## config.mk

```make
export PLATFORM = sky130hd
export DESIGN_NAME = subframe_unpack
export DESIGN_NICKNAME = d
export VERILOG_FILES = /design/src/rtl/subframe_unpack.sv
export SDC_FILE = /design/constraint.sdc
export NUM_CORES = 1
export LEC_CHECK = 0
export CORE_ASPECT_RATIO = 2
export CORE_MARGIN = 10
export CORE_UTILIZATION = 55
export DETAILED_ROUTE_END_ITERATION = 6
export PLACE_DENSITY_LB_ADDON = 0.12
export SYNTH_ARGS = -nofsm -noshare
export SYNTH_HDL_FRONTEND = slang
export SYNTH_SLANG_ARGS = --single-unit
```

## constraint.sdc

```tcl
create_clock -name clk -period 18.15 [get_ports clk]
set_input_delay 2.7225 -clock clk [delete_from_list [all_inputs] [get_ports clk]]
set_output_delay 2.7225 -clock clk [all_outputs]
set_load 0.02 [all_outputs]
```

## src/rtl/subframe_unpack.sv

```systemverilog
// Serial subframe unpacker: AUX/DATA/V/U/C/P parsing with even-parity check and
// per-channel channel-status CRC-8 verification. Define SUBFRAME_UNPACK_ERRCNT_EN to enable parity_err_cnt.
module subframe_unpack #(
    parameter int AUX_W     = 4,
    parameter int DATA_W    = 20,
    parameter int BLOCK_LEN = 192,
    parameter int CHANNELS  = 2,
    parameter int FI_W      = $clog2(BLOCK_LEN),
    parameter int CH_W      = (CHANNELS > 1) ? $clog2(CHANNELS) : 1
) (
    input  logic                 clk,
    input  logic                 rst,
    input  logic                 sync,
    input  logic                 vin,
    input  logic                 din,
    input  logic [FI_W-1:0]      frame_idx,
    input  logic [CH_W-1:0]      in_channel,
    output logic [DATA_W-1:0]    dout,
    output logic [AUX_W-1:0]     dauxout,
    output logic                 vout,
    output logic [CH_W-1:0]      out_channel,
    output logic [BLOCK_LEN-1:0] channeldout,
    output logic                 channelvout,
    output logic                 kill,
    output logic                 done,
    output logic [15:0]          parity_err_cnt
);
    localparam int MAX_W = (AUX_W > DATA_W) ? AUX_W : DATA_W;
    localparam int CNT_W = (MAX_W > 1) ? $clog2(MAX_W) : 1;
    localparam int NCH   = 1 << CH_W;

    localparam logic [CNT_W-1:0] AUX_LAST   = CNT_W'(AUX_W - 1);
    localparam logic [CNT_W-1:0] DATA_LAST  = CNT_W'(DATA_W - 1);
    localparam logic [CNT_W-1:0] CNT_ZERO   = {CNT_W{1'b0}};
    localparam logic [CNT_W-1:0] CNT_ONE    = CNT_W'(1);
    localparam logic [FI_W-1:0]  FI_ZERO    = {FI_W{1'b0}};
    localparam logic [FI_W-1:0]  FI_LAST    = FI_W'(BLOCK_LEN - 1);
    localparam logic [FI_W-1:0]  FI_CRC_END = FI_W'(BLOCK_LEN - 8);
    localparam logic [CH_W:0]    CH_COUNT   = (CH_W + 1)'(CHANNELS);
    localparam logic [CH_W-1:0]  CH_LAST    = CH_W'(CHANNELS - 1);

    typedef enum logic [2:0] {
        ST_AUX    = 3'd0,
        ST_DATA   = 3'd1,
        ST_VALID  = 3'd2,
        ST_USER   = 3'd3,
        ST_CHAN   = 3'd4,
        ST_PARITY = 3'd5
    } state_t;

    state_t               state_r;
    state_t               state_nx_s;
    logic [CNT_W-1:0]     bit_cnt_r;
    logic                 parity_r;
    logic                 invalid_r;
    logic [CH_W-1:0]      ch_r;
    logic [AUX_W-1:0]     aux_sr_r;
    logic [DATA_W-1:0]    data_sr_r;
    logic [7:0]           crc_r    [NCH];
    logic [BLOCK_LEN-1:0] cs_buf_r [NCH];

    logic                 aux_last_s;
    logic                 data_last_s;
    logic                 ch_ok_s;
    logic                 in_ch_ok_s;
    logic                 parity_ok_s;
    logic                 sub_ok_s;
    logic                 last_frame_s;
    logic                 crc_frame_s;
    logic                 crc_match_s;
    logic [7:0]           crc_cur_s;
    logic [7:0]           crc_nx_s;
    logic [BLOCK_LEN-1:0] cs_buf_nx_s;

    // One MSB-first step of CRC-8, polynomial x^8+x^2+x+1.
    function automatic logic [7:0] crc8_step(input logic [7:0] crc, input logic bit_in);
        logic fb;
        fb = crc[7] ^ bit_in;
        return {crc[6:0], 1'b0} ^ (fb ? 8'h07 : 8'h00);
    endfunction

    // Decode of the current bit against counters, parity and the selected channel's status state.
    always_comb begin
        aux_last_s   = (bit_cnt_r == AUX_LAST);
        data_last_s  = (bit_cnt_r == DATA_LAST);
        ch_ok_s      = ({1'b0, ch_r} < CH_COUNT);
        in_ch_ok_s   = ({1'b0, in_channel} < CH_COUNT);
        parity_ok_s  = (parity_r == din);
        sub_ok_s     = parity_ok_s & ~invalid_r & ch_ok_s;
        last_frame_s = (frame_idx == FI_LAST);
        crc_frame_s  = (frame_idx < FI_CRC_END);
        crc_cur_s    = crc_r[ch_r];
        crc_nx_s     = crc8_step(crc_cur_s, din);
        cs_buf_nx_s  = {cs_buf_r[ch_r][BLOCK_LEN-2:0], din};
        crc_match_s  = (cs_buf_nx_s[7:0] == crc_cur_s);
    end

    // Next-state logic; sync wins over vin and always restarts at AUX.
    always_comb begin
        state_nx_s = state_r;
        if (sync) begin
            state_nx_s = ST_AUX;
        end else if (vin) begin
            case (state_r)
                ST_AUX:    state_nx_s = aux_last_s ? ST_DATA : ST_AUX;
                ST_DATA:   state_nx_s = data_last_s ? ST_VALID : ST_DATA;
                ST_VALID:  state_nx_s = ST_USER;
                ST_USER:   state_nx_s = ST_CHAN;
                ST_CHAN:   state_nx_s = ST_PARITY;
                ST_PARITY: state_nx_s = ST_AUX;
                default:   state_nx_s = ST_AUX;
            endcase
        end else begin
            state_nx_s = state_r;
        end
    end

    // State register.
    always_ff @(posedge clk) begin
        if (rst) begin
            state_r <= ST_AUX;
        end else begin
            state_r <= state_nx_s;
        end
    end

    // Datapath, channel-status tracking and registered output pulses.
    always_ff @(posedge clk) begin
        if (rst) begin
            bit_cnt_r   <= CNT_ZERO;
            parity_r    <= 1'b0;
            invalid_r   <= 1'b0;
            ch_r        <= {CH_W{1'b0}};
            aux_sr_r    <= {AUX_W{1'b0}};
            data_sr_r   <= {DATA_W{1'b0}};
            dout        <= {DATA_W{1'b0}};
            dauxout     <= {AUX_W{1'b0}};
            out_channel <= {CH_W{1'b0}};
            channeldout <= {BLOCK_LEN{1'b0}};
            vout        <= 1'b0;
            channelvout <= 1'b0;
            kill        <= 1'b0;
            done        <= 1'b0;
            for (int i = 0; i < NCH; i++) begin
                crc_r[i]    <= 8'h00;
                cs_buf_r[i] <= {BLOCK_LEN{1'b0}};
            end
        end else begin
            vout        <= 1'b0;
            channelvout <= 1'b0;
            kill        <= 1'b0;
            done        <= 1'b0;
            if (sync) begin
                // Abort: the partial subframe is dropped, channel-status state is kept.
                bit_cnt_r <= CNT_ZERO;
                parity_r  <= 1'b0;
            end else if (vin) begin
                case (state_r)
                    ST_AUX: begin
                        aux_sr_r  <= (aux_sr_r << 1) | AUX_W'(din);
                        bit_cnt_r <= aux_last_s ? CNT_ZERO : (bit_cnt_r + CNT_ONE);
                        if (bit_cnt_r == CNT_ZERO) begin
                            ch_r      <= in_channel;
                            parity_r  <= din;
                            invalid_r <= 1'b0;
                            if ((frame_idx == FI_ZERO) && in_ch_ok_s) begin
                                crc_r[in_channel]    <= 8'h00;
                                cs_buf_r[in_channel] <= {BLOCK_LEN{1'b0}};
                            end
                        end else begin
                            parity_r <= parity_r ^ din;
                        end
                    end
                    ST_DATA: begin
                        data_sr_r <= (data_sr_r << 1) | DATA_W'(din);
                        bit_cnt_r <= data_last_s ? CNT_ZERO : (bit_cnt_r + CNT_ONE);
                        parity_r  <= parity_r ^ din;
                    end
                    ST_VALID: begin
                        invalid_r <= din;
                        parity_r  <= parity_r ^ din;
                    end
                    ST_USER: begin
                        parity_r <= parity_r ^ din;
                    end
                    ST_CHAN: begin
                        parity_r <= parity_r ^ din;
                        // The last 8 C bits of a block carry the CRC, so they only enter the buffer.
                        if (ch_ok_s) begin
                            cs_buf_r[ch_r] <= cs_buf_nx_s;
                            if (crc_frame_s) begin
                                crc_r[ch_r] <= crc_nx_s;
                            end
                            if (last_frame_s) begin
                                if (crc_match_s) begin
                                    channelvout <= 1'b1;
                                    channeldout <= cs_buf_nx_s;
                                    out_channel <= ch_r;
                                end else begin
                                    kill <= 1'b1;
                                end
                            end
                        end
                    end
                    ST_PARITY: begin
                        bit_cnt_r <= CNT_ZERO;
                        parity_r  <= 1'b0;
                        if (sub_ok_s) begin
                            vout        <= 1'b1;
                            dout        <= data_sr_r;
                            dauxout     <= aux_sr_r;
                            out_channel <= ch_r;
                        end
                        if (last_frame_s && (ch_r == CH_LAST)) begin
                            done <= 1'b1;
                        end
                    end
                    default: begin
                        bit_cnt_r <= CNT_ZERO;
                        parity_r  <= 1'b0;
                    end
                endcase
            end
        end
    end

`ifdef SUBFRAME_UNPACK_ERRCNT_EN
    logic        p_bit_s;
    logic [15:0] err_cnt_r;

    assign p_bit_s = vin & ~sync & (state_r == ST_PARITY);

    // Saturating count of rejected subframes.
    always_ff @(posedge clk) begin
        if (rst) begin
            err_cnt_r <= 16'h0000;
        end else if (p_bit_s && !sub_ok_s && (err_cnt_r != 16'hFFFF)) begin
            err_cnt_r <= err_cnt_r + 16'h0001;
        end else begin
            err_cnt_r <= err_cnt_r;
        end
    end

    assign parity_err_cnt = err_cnt_r;
`else
    assign parity_err_cnt = 16'h0000;
`endif

endmodule

```

# After elaboration in Yosys (flattened, before gate mapping)
# Memories as Yosys holds them, arrays and structs flattened. A register that Yosys moved wholly into a read port is not among the register bits.
# Cells that the tools add are included.
dict set report word_totals {
  register_bits 256
  ram_bits 400
  inputBits 14
  output_inout_bits 237
  elab_cells 124
  mem_count 2
}
# name words width rd rd_clocked_by_memory_dff wr line
set memory_table {}
lappend memory_table {cs_buf_r 2 192 1 1 2 60} ;# logic [BLOCK_LEN-1:0] cs_buf_r [NCH];
lappend memory_table {crc_r 2 8 1 1 2 59} ;# logic [7:0] crc_r [NCH];
dict set report classes {
  n_addsub 1
  n_lt_le_gt_ge 1
  n_eq_ne 14
  mux 55
  bitwise_logic 13
  reduce_logical 23
}
# op count
set op_table {}
lappend op_table {{$mux W192} 2}
lappend op_table {{$reduce_or A192 Y1} 2}
lappend op_table {{$mux W1} 42}
lappend op_table {{$or A20 B1 Y20} 1}
lappend op_table {{$mux W8} 2}
lappend op_table {{$reduce_or A8 Y1} 2}
lappend op_table {{$pmux W3 S5} 1}
lappend op_table {{$pmux W5 S3} 1}
lappend op_table {{$reduce_and A4 Y1} 3}
lappend op_table {{$mux W5} 2}
lappend op_table {{$eq A8 B8 Y1} 1}
lappend op_table {{$eq A8 B8 Y1 const B} 1}
lappend op_table {{$logic_not A8 Y1} 1}
lappend op_table {{$lt A8 B8 Y1 const B} 1}
lappend op_table {{$ne A2 B2 Y1 const B} 4}
lappend op_table {{$reduce_or A4 Y1} 2}
lappend op_table {{$xor A8 B3 Y8} 1}
lappend op_table {{$not A1 Y1} 7}
lappend op_table {{$eq A3 B2 Y1 const B} 2}
lappend op_table {{$eq A3 B3 Y1 const B} 2}
lappend op_table {{$pmux W1 S2} 3}
lappend op_table {{$reduce_and A3 Y1} 2}
lappend op_table {{$reduce_and A6 Y1} 1}
lappend op_table {{$add A5 B1 Y5 const B} 1}
lappend op_table {{other kinds (18)} 20}

# Longest topological paths before layout
# Gate-level depths: netlist of the first run.
dict set report depth {
  ltp_word 11
  ltp_mapped 10
  mapped_depth_nobuf 8
}

# Worst setup path before layout of the first run
# No wires, ideal clock.
dict set report synth_timing {
  kind {input -> register}
  from {input port rst}
  to {memory cs_buf_r[0][0] (enable)}
  setup_time_ns 1.541
  t_arrival_ns 7.203
  slack_ns 9.405
  path_stages 8
  cell_sequence {clkbuf_1 -> or2_2 -> clkbuf_1 -> nor2_1 -> nand2_1 -> clkbuf_1 -> clkbuf_1 -> nand2_1}
}
# item line
set synth_lines {}
lappend synth_lines {{start: declaration} 12} ;# input logic rst,
lappend synth_lines {{end: declaration} 60}

# Worst setup path in the final report of the first run
dict set report layout_timing {
  from {input port vin}
  to {register channeldout[39]}
}
dict set report layout_between {
  elab_chain_cells 1
}
# item line
set layout_rtl {}
lappend layout_rtl {{start: declaration} 14} ;# input logic vin,
lappend layout_rtl {{$reduce_and A5 Y1 (no line)} n/a}
lappend layout_rtl {{end signal: assignment} 139} ;# channeldout <= {BLOCK_LEN{1'b0}};
lappend layout_rtl {{end signal: assignment} 197} ;# channeldout <= cs_buf_nx_s;
lappend layout_rtl {{end: declaration} 22} ;# output logic [BLOCK_LEN-1:0] channeldout,
# No other way between the ends.
# A chain may end at the register's enable or synchronous reset.

==> results of run 1 <==
layout make-up:
| cell class | instances | share of cell area |
|---|---|---|
| multi-input combinational | 1269 | 0.268 |
| tap | 627 | 0.0260 |
| inverter | 9 | 0.00112 |
| clock inverter | 24 | 0.00701 |
| timing repair buffer | 251 | 0.0825 |
| sequential | 655 | 0.567 |
| clock buffer | 75 | 0.0485 |
kinds of logic after synthesis:
kind of cell,share of synthesized area
DFF,0.656
AOI/OAI and AO/OA,0.106
buffers and inverters,0.0368
adders and majority gates,0.000961
xor gates and xnor gates,0.00773
other,0.000144
and+or+nand+nor,0.114
muxes,0.0785
metrics by stage:
| step | power, mW | hold slack, ns | setup slack (ns) | utilization | instances |
|---|---|---|---|---|---|
| global route | 2.94 | 0.481 | 10.78 | 0.644 | 2910 |
| CTS | 2.87 | 0.462 | 11.18 | 0.644 | 2910 |
| global placement | 1.75 | 0.445 | 10.78 | 0.609 | 2811 |
| floorplan | 1.73 | 0.432 | 9.41 | - | 2101 |
| detailed placement | 1.75 | 0.449 | 10.56 | 0.609 | 2811 |
| finish | 2.85 | 0.458 | 11.18 | 0.644 | 2910 |
worst reg2reg max path: cells and delay by family (launching register included):
family	cells	cell delay [ns]
AOI/OAI and AO/OA	2	0.56
buffers and inverters	3	2.78
DFF	1	0.95
and+or+nand+nor	3	1.33
per-layer routing:
metal | routed length, um | vias to the layer above
li1 | - | 7598
met1 | 22400 | 7957
met2 | 29300 | 413
met3 | 4010 | 73
met4 | 1410 | 0
met5 | 0 | -
path summary, 6_finish.rpt:
kind | start | end | slack (ns) | cells after the start
worst max register to register | register | channeldout[39] | 12.43 | 8
worst min-delay path | dout[17] | dout[17] | 0.46 | 2
worst max-delay path | vin | channeldout[39] | 11.18 | 8
worst min register to register | dout[17] | dout[17] | 0.46 | 2
cell usage after synthesis (4+ instances only):
cell type and number:
sky130_fd_sc_hd__a211oi_1 12, sky130_fd_sc_hd__a211oi_2 181, sky130_fd_sc_hd__a21oi_1 54, sky130_fd_sc_hd__and3_1 4, sky130_fd_sc_hd__buf_1 5, sky130_fd_sc_hd__buf_2 7, sky130_fd_sc_hd__buf_4 36, sky130_fd_sc_hd__buf_6 20
sky130_fd_sc_hd__clkbuf_1 100, sky130_fd_sc_hd__dfxtp_1 257, sky130_fd_sc_hd__edfxtp_1 398, sky130_fd_sc_hd__inv_1 9, sky130_fd_sc_hd__mux2i_1 203, sky130_fd_sc_hd__nand2_1 105, sky130_fd_sc_hd__nand3_1 12, sky130_fd_sc_hd__nand4_1 5
sky130_fd_sc_hd__nor2_1 611, sky130_fd_sc_hd__nor2b_1 4, sky130_fd_sc_hd__o21ai_0 6, sky130_fd_sc_hd__xnor2_1 15, sky130_fd_sc_hd__xor2_1 8
flip-flops by register name, indices dropped and copies added, names as in the netlist, named ones only:
register and cells:
invalid_r 1, dauxout 4, out_channel 1, channelvout 1
aux_sr_r 4, ch_r 1, vout 1, cs_buf_r 382
data_sr_r 20, crc_r 16, dout 20, kill 1
channeldout 192, parity_r 1, done 1, state_r 3
bit_cnt_r 5
power by group through the flow:
stage	combinational (mW)	sequential, mW	clock, mW
2_1_floorplan	0.0809	1.65	0
5_1_grt	0.113	1.62	1.21
3_3_place_gp	0.104	1.65	0
3_5_place_dp	0.105	1.65	0
4_1_cts	0.106	1.62	1.15
6_report	0.104	1.62	1.13
==> results.txt, run 1 <==
The worst path needs ~7 ns of the cycle, external delays included. Synthesis produced roughly 2,100 cells. The share of synthesized area in the top cell type comes to 0.459. The count of standard-cell rows came out at between 100 and 150. The maximum number of pins on one net before global-route repair came out at about 140. The routed layout has 16,000 vias. Of the cells placed in the final design, the portion with a size suffix greater than 1 is 0.127.

Setup repair after global routing left no endpoint under its margin. The count of nets after finishing came out at ~2,300. The pre-antenna-repair detailed-routing pass consisted of 6 iterations. By startpoint and endpoint, the worst setup path is classified as input port to register. The cell sitting at the root of the clock tree is a sky130_fd_sc_hd__clkbuf_16. In this run, post-CTS hold repair placed 0 buffers.

The buffers plus inverters on the worst setup path is 3. The repair_antennas step left the layout with diodes totalling 0. With fillers left out, the area of the finished cells amounts to 30,200 um^2. The first global-routing pass estimated just over 90,000 um of wire. The predominant post-synthesis flop cell is sky130_fd_sc_hd__edfxtp_1. The static leakage power is approximately 9.5 nW.

In the final layout, flip-flops and latches occupy approximately 17,000 um^2. For this run, the register share of the synthesized area comes to 0.656. The flow ran to the end, and the final reports show no timing, DRC or antenna violations. The async set-reset flop share out of synthesis came out at 0.

The starting density of the core came out at 0.556. The worst setup path is captured at a register. The area occupied by multi-input gates is approximately 8100 um^2. The delay of the slowest cell on the worst path came out at 0.99 ns. The mean routed wirelength per cell is a little under 20 um. The share of power burned in registers came out at 0.567. The most numerous cell type found on the critical path is sky130_fd_sc_hd__buf_4. After clock tree synthesis, the clock-pin slew on the worst setup and hold paths is roughly 0.070 ns. The unique cell type count in the Yosys netlist came out at 45.

The average vias per placed instance is 5.51. The total count of max-transition violations in the final report is 0. The post-synthesis area per instance came out at between 10 and 15 um^2. The clock power share came out at 0.396. In the routed design, unresolved DRC markers number 0. The CTS buffer count is 53. From synthesis to final layout, the design area changed by 15.8%.

The library cells used most frequently in the layout, excluding fill and tap cells, are sky130_fd_sc_hd__nor2_1, sky130_fd_sc_hd__edfxtp_1, sky130_fd_sc_hd__dfxtp_1. The biggest area consumer among synthesized cells is sky130_fd_sc_hd__edfxtp_1. For this run, global-route usage on met1 was measured as 0.229. The final cycle utilization of the critical path is 0.384.

The total cell area at the placement stage is 28,500 um^2. The worst endpoint data arrival time came out at around 7.5 ns. After global routing, the most crowded layer is met2. The setup fix buffers added after clock tree synthesis is 0.

By area the synthesized netlist is led by sky130_fd_sc_hd__edfxtp_1, sky130_fd_sc_hd__dfxtp_1, sky130_fd_sc_hd__nor2_1. Cell internal power was estimated by the tool at ~2.2 mW. Walking the worst path, the cells encountered are clkdlybuf4s50_1 -> nand3_1 -> or3_1 -> and3b_4 -> buf_4 -> buf_4 -> nor2_1 -> a211oi_2.

The clock latency on the worst-skew pair is between 0.5 and 0.6 ns. The maximum VDD drop is 88.3 uV. TritonCTS built the clock tree. The cell area power density is between 90 and 100 nW/um^2. The timing-limited maximum frequency is about 140 MHz. For this run, global-route usage on met2 was measured as 0.340.

The global routing met3 resource utilization is 0.0552. The critical-path cell with the highest stage delay is sky130_fd_sc_hd__and3b_4. The total die area is around 57,000 um^2. The max capacitance violation total is 0.

The overflow left after global routing is 0. The clock net sink count is roughly 660. The class of the tightest hold or removal check is register to register.

The net switching power of the design is 0.610 mW. At the pin with the least slew margin, the transition time is 1.14 ns. The x dimension of the die is between 150 and 200 um. In this run, synthesis inferred ~400 flip-flops with an integrated enable. The placeable core region is about 47,000 um^2.

The count of state elements after synthesis came out at roughly 660. STA classifies the critical path startpoint as an input port. The total global-route track usage came out at 0.195. The global placement routability congestion is approximately 0.82. The library cell used most frequently in the layout, excluding fill and tap cells, is sky130_fd_sc_hd__nor2_1. The count of port buffers added during placement is ~230. The number of global-route vias before repair is ~16,000. The starting DRC count in detailed routing is 1,071. The clock tree skew after final layout is around 0.024 ns.

The total setup violations reported at the end of the flow came out at 0. The fraction of power consumed by combinational cells is 0.037. The HPWL reported at the end of detailed placement came out at 35,600 um.

The final-layout setup total negative slack is 0 ns. The residual antenna-violating net count after detailed routing is 0. For this design the top-level I/O count stands at around 250. The tightest slew margin relative to the limit came out at 0.239.

The wire length after detailed routing is 57,100 um. The number of failing hold endpoints at the final stage came to 0. Of the total power, the share spent switching nets is 0.214. In this design, the largest share of critical-path delay is due to buffers and inverters.

The number of fillers in the final layout came out at roughly 3,700. The number of buffers between clock root and the deepest sink is 3. The die boundary height is 328 um. The number of gates given a new drive strength after cts is 0. The largest fanout of any net on the critical path is a little under 90. The maximum level of the CTS H-tree is 2. For this run, the number of Yosys warnings is 0. The synthesized area came out at between 20,000 and 30,000 um^2. The required time at the endpoint of the critical path is 18.64 ns. The initial antenna violation count came to 0.
(Power assumes the default switching activity.)
==> run 2, diff against run 1 <==
Settings changed: CORE_UTILIZATION 55 to 52.
Clock period 18.15 ns to 6.1 ns, I/O delays scaled along.
==> run 2 against run 1 <==
Net effect:
- critical path depth decreased by 1
- power increased to 3.0 times the previous value
- final cell count increased by 1.1%
- register-to-register slack got worse by 10 ns
- combinational power increased to 3.0 times the previous value
- via count decreased by 1.9%
- sequential share of layout area decreased by 0.44 points
- global-route usage decreased by 0.91 points
- die area increased by 5.3%
- worst setup slack got worse by 9.0 ns
- clock power increased to 3.1 times the previous value
- critical path type unchanged
==> results.txt, run 2 (same netlist as run 1, synthesis figures left out) <==
The maximum level of the CTS H-tree came out at 2. After routing, the total negative slack on setup checks comes to 0 ns. The kind of cell with the highest combined delay along the critical path is simple AND/OR/NAND/NOR gates. For this run, the post-layout net count is between 2,000 and 2,500. The cell area power density is ~280 nW/um^2. The worst endpoint data arrival time is approximately 4.2 ns. The floorplan step set the die width to ~180 um. The HPWL reported at the end of detailed placement is 35,400 um. The timing-limited maximum frequency came out at 253 MHz. The final instance count without filler cells came out at approximately 2,900. Of all nets on the critical path, the largest fanout is 87. Traced cell by cell, the critical path runs through clkdlybuf4s50_1 -> nor2b_1 -> nand3b_1 -> nor3_1 -> a21oi_1 -> nand2_8 -> buf_4. The overflow left after global routing came out at 0. Clock tree synthesis selected as its root buffer the cell sky130_fd_sc_hd__clkbuf_16. The number of failing hold endpoints at the final stage came to 0. The clock net sink count is 655. In this run the worst hold path is classified as register to register. The register with the most flip-flops in the final layout is cs_buf_r. The final cycle utilization of the critical path is 0.648. The number of global-route vias before repair is around 16,000.

The maximum number of pins on one net before global-route repair is between 100 and 150. In this design, the stage delay of the slowest critical-path cell is around 0.72 ns. The total count of max-transition violations in the final report came out at 0.

The share of total power dissipated in combinational logic is 0.037. Gates resized during post-CTS repair numbered 0. The proportion of total power due to net switching is 0.215. Clock-pin slew was measured on the worst setup and hold paths at roughly 0.070 ns.

The number of buffers between clock root and the deepest sink is 3. The worst-case IR drop observed on VDD is 229 uV. The net switching power of the design is roughly 1.8 mW. The count of pins on the block boundary is roughly 250. The path length in cells of the critical path is 7. Setup repair after global routing left no endpoint under its margin. The launch instance of the worst register-to-register path is bit_cnt_r[0]. The setup fix buffers added after clock tree synthesis is 0. In the layout the commonest cells are sky130_fd_sc_hd__nor2_1, sky130_fd_sc_hd__edfxtp_1, sky130_fd_sc_hd__dfxtp_1. On the final layout, the worst clock skew is roughly 0.015 ns. The hold buffer count at CTS is 0.

In this run the critical register-to-register path is captured at cs_buf_r[1][80]. Detailed routing inserted a total of approximately 16,000 vias. The wire length after detailed routing is between 50,000 and 60,000 um. The worst setup path is of the input port to register kind. In this run the worst setup path terminates at cs_buf_r[1][80]. Of the total power, the clock network draws 0.403. The residual antenna-violating net count after detailed routing is 0. For this run, the detailed router's first-pass iteration total came to 7. The total die area is roughly 60,000 um^2. The required time at the endpoint of the critical path came out at between 6 and 7 ns.

The CTS tree is yes. Leaving out fill and tap cells, the most frequent cell in the layout is sky130_fd_sc_hd__nor2_1. Tracing the worst setup path back leads to its startpoint at vin. The total global-route track usage is 0.186. The count of port buffers added during placement is roughly 230. The tightest slew margin relative to the limit is 0.213. The count of standard-cell rows is 116. The share of power burned in registers is 0.560.

The number of placed cells counting well taps is approximately 2,800. The later pin in the worst-skew pair is clocked with a latency of 0.60 ns. The initial antenna violation count is 0. The minimum clock period is ~4 ns.

The flow ran to the end, and the final reports show no timing, DRC or antenna violations. The placeable core region came out at 49,800 um^2. Measured in cells, the most critical reg-to-reg path has a length of 8. The CTS buffer count came out at between 50 and 60. The final core area utilization is 0.611. The number of inserted diodes came out at 0.

The starting density of the core came out at 0.523. The relative area change from synthesis to final layout is 16.7%. The mean routed wirelength per cell came out at between 15 and 20 um.

The nature of the critical path endpoint is a register. The total internal power is 6.73 mW. The starting DRC count in detailed routing came out at 970. The proportion of layout cells with a drive suffix above 1 came out at 0.133.

The total chip power came out at 8.57 mW. The actual transition at the worst max-transition pin came out at approximately 1.2 ns. The first global-routing pass estimated roughly 89,000 um of wire. The number of fillers in the final layout is slightly below 4,000. The kind of start point of the critical path is an input port. The largest registers in the layout are cs_buf_r (382), channeldout (192). Summing all non-filler instances in the final layout gives an area of 30,400 um^2. The max capacitance violation total came out at 0. In this run the static leakage power is 9.64 nW. The critical-path cell with the highest stage delay is sky130_fd_sc_hd__clkdlybuf4s50_1.

In this run the most critical hold path is launched from aux_sr_r[3]. In this run the register-to-register setup slack is approximately 2.4 ns. The average vias per placed instance is around 5.3. The total setup violations reported at the end of the flow came out at 0. The die boundary height is ~340 um. The total cell area at the placement stage came out at 28,600 um^2.

The buffers plus inverters on the worst setup path came out at 2. For this run, design rule violations remaining after detail routing come to 0. Routability-driven placement finished with a final weighted congestion of around 0.81. The register with the most flip-flops in the layout has ~380 of them.
==> run 2: power groups by stage <==
stage	sequential [mW]	combinational, mW	clock, mW
floorplan	4.90	0.241	0
finish	4.80	0.317	3.45
detailed placement	4.90	0.320	0
global route	4.81	0.345	3.71
global placement	4.90	0.318	0
CTS	4.80	0.322	3.56
==> run 2: worst min-delay path by stage <==
stage,end,depth (start not counted)
2_1_floorplan,dauxout[3],2
3_3_place_gp,dout[0],2
3_5_place_dp,dout[16],2
4_1_cts,dauxout[3],2
5_1_grt,dout[10],2
6_report,dauxout[3],2
==> run 2: metal layers <==
layer | share of wire | wire [um] | global-route usage | vias to the layer above
met5 | 0 | 0 | 0 | -
met4 | 0.026 | 1440 | 0.0597 | 0
met3 | 0.072 | 4040 | 0.0492 | 77
met2 | 0.50 | 28400 | 0.318 | 379
met1 | 0.40 | 22400 | 0.223 | 7677
li1 | - | - | - | 7609
==> run 2: per-stage QoR <==
stage / hold WS (ns) / setup WS, ns
after detailed placement: 0.449 / 1.61
after global placement: 0.444 / 1.70
after floorplan: 0.432 / 1.05
after CTS: 0.459 / 2.25
after global routing: 0.485 / 1.92
final: 0.457 / 2.15
==> run 2: final cells by class <==
class | count | area [um^2] | area share
Clock buffer | 80 | 1610 | 0.0531
Clock inverter | 23 | 149 | 0.00490
Inverter | 9 | 33.8 | 0.00111
Multi-Input combinational cell | 1269 | 8100 | 0.266
Sequential cell | 655 | 17100 | 0.563
Tap cell | 649 | 812 | 0.0267
Timing Repair Buffer | 258 | 2590 | 0.0852
==> run 2: worst min-delay path, delay by kind of cell, from the launching register on <==
kind               cells  cell delay (ns)
DFF                    1             0.31
AOI/OAI and AO/OA      1             0.05
and+or+nand+nor        1             0.05
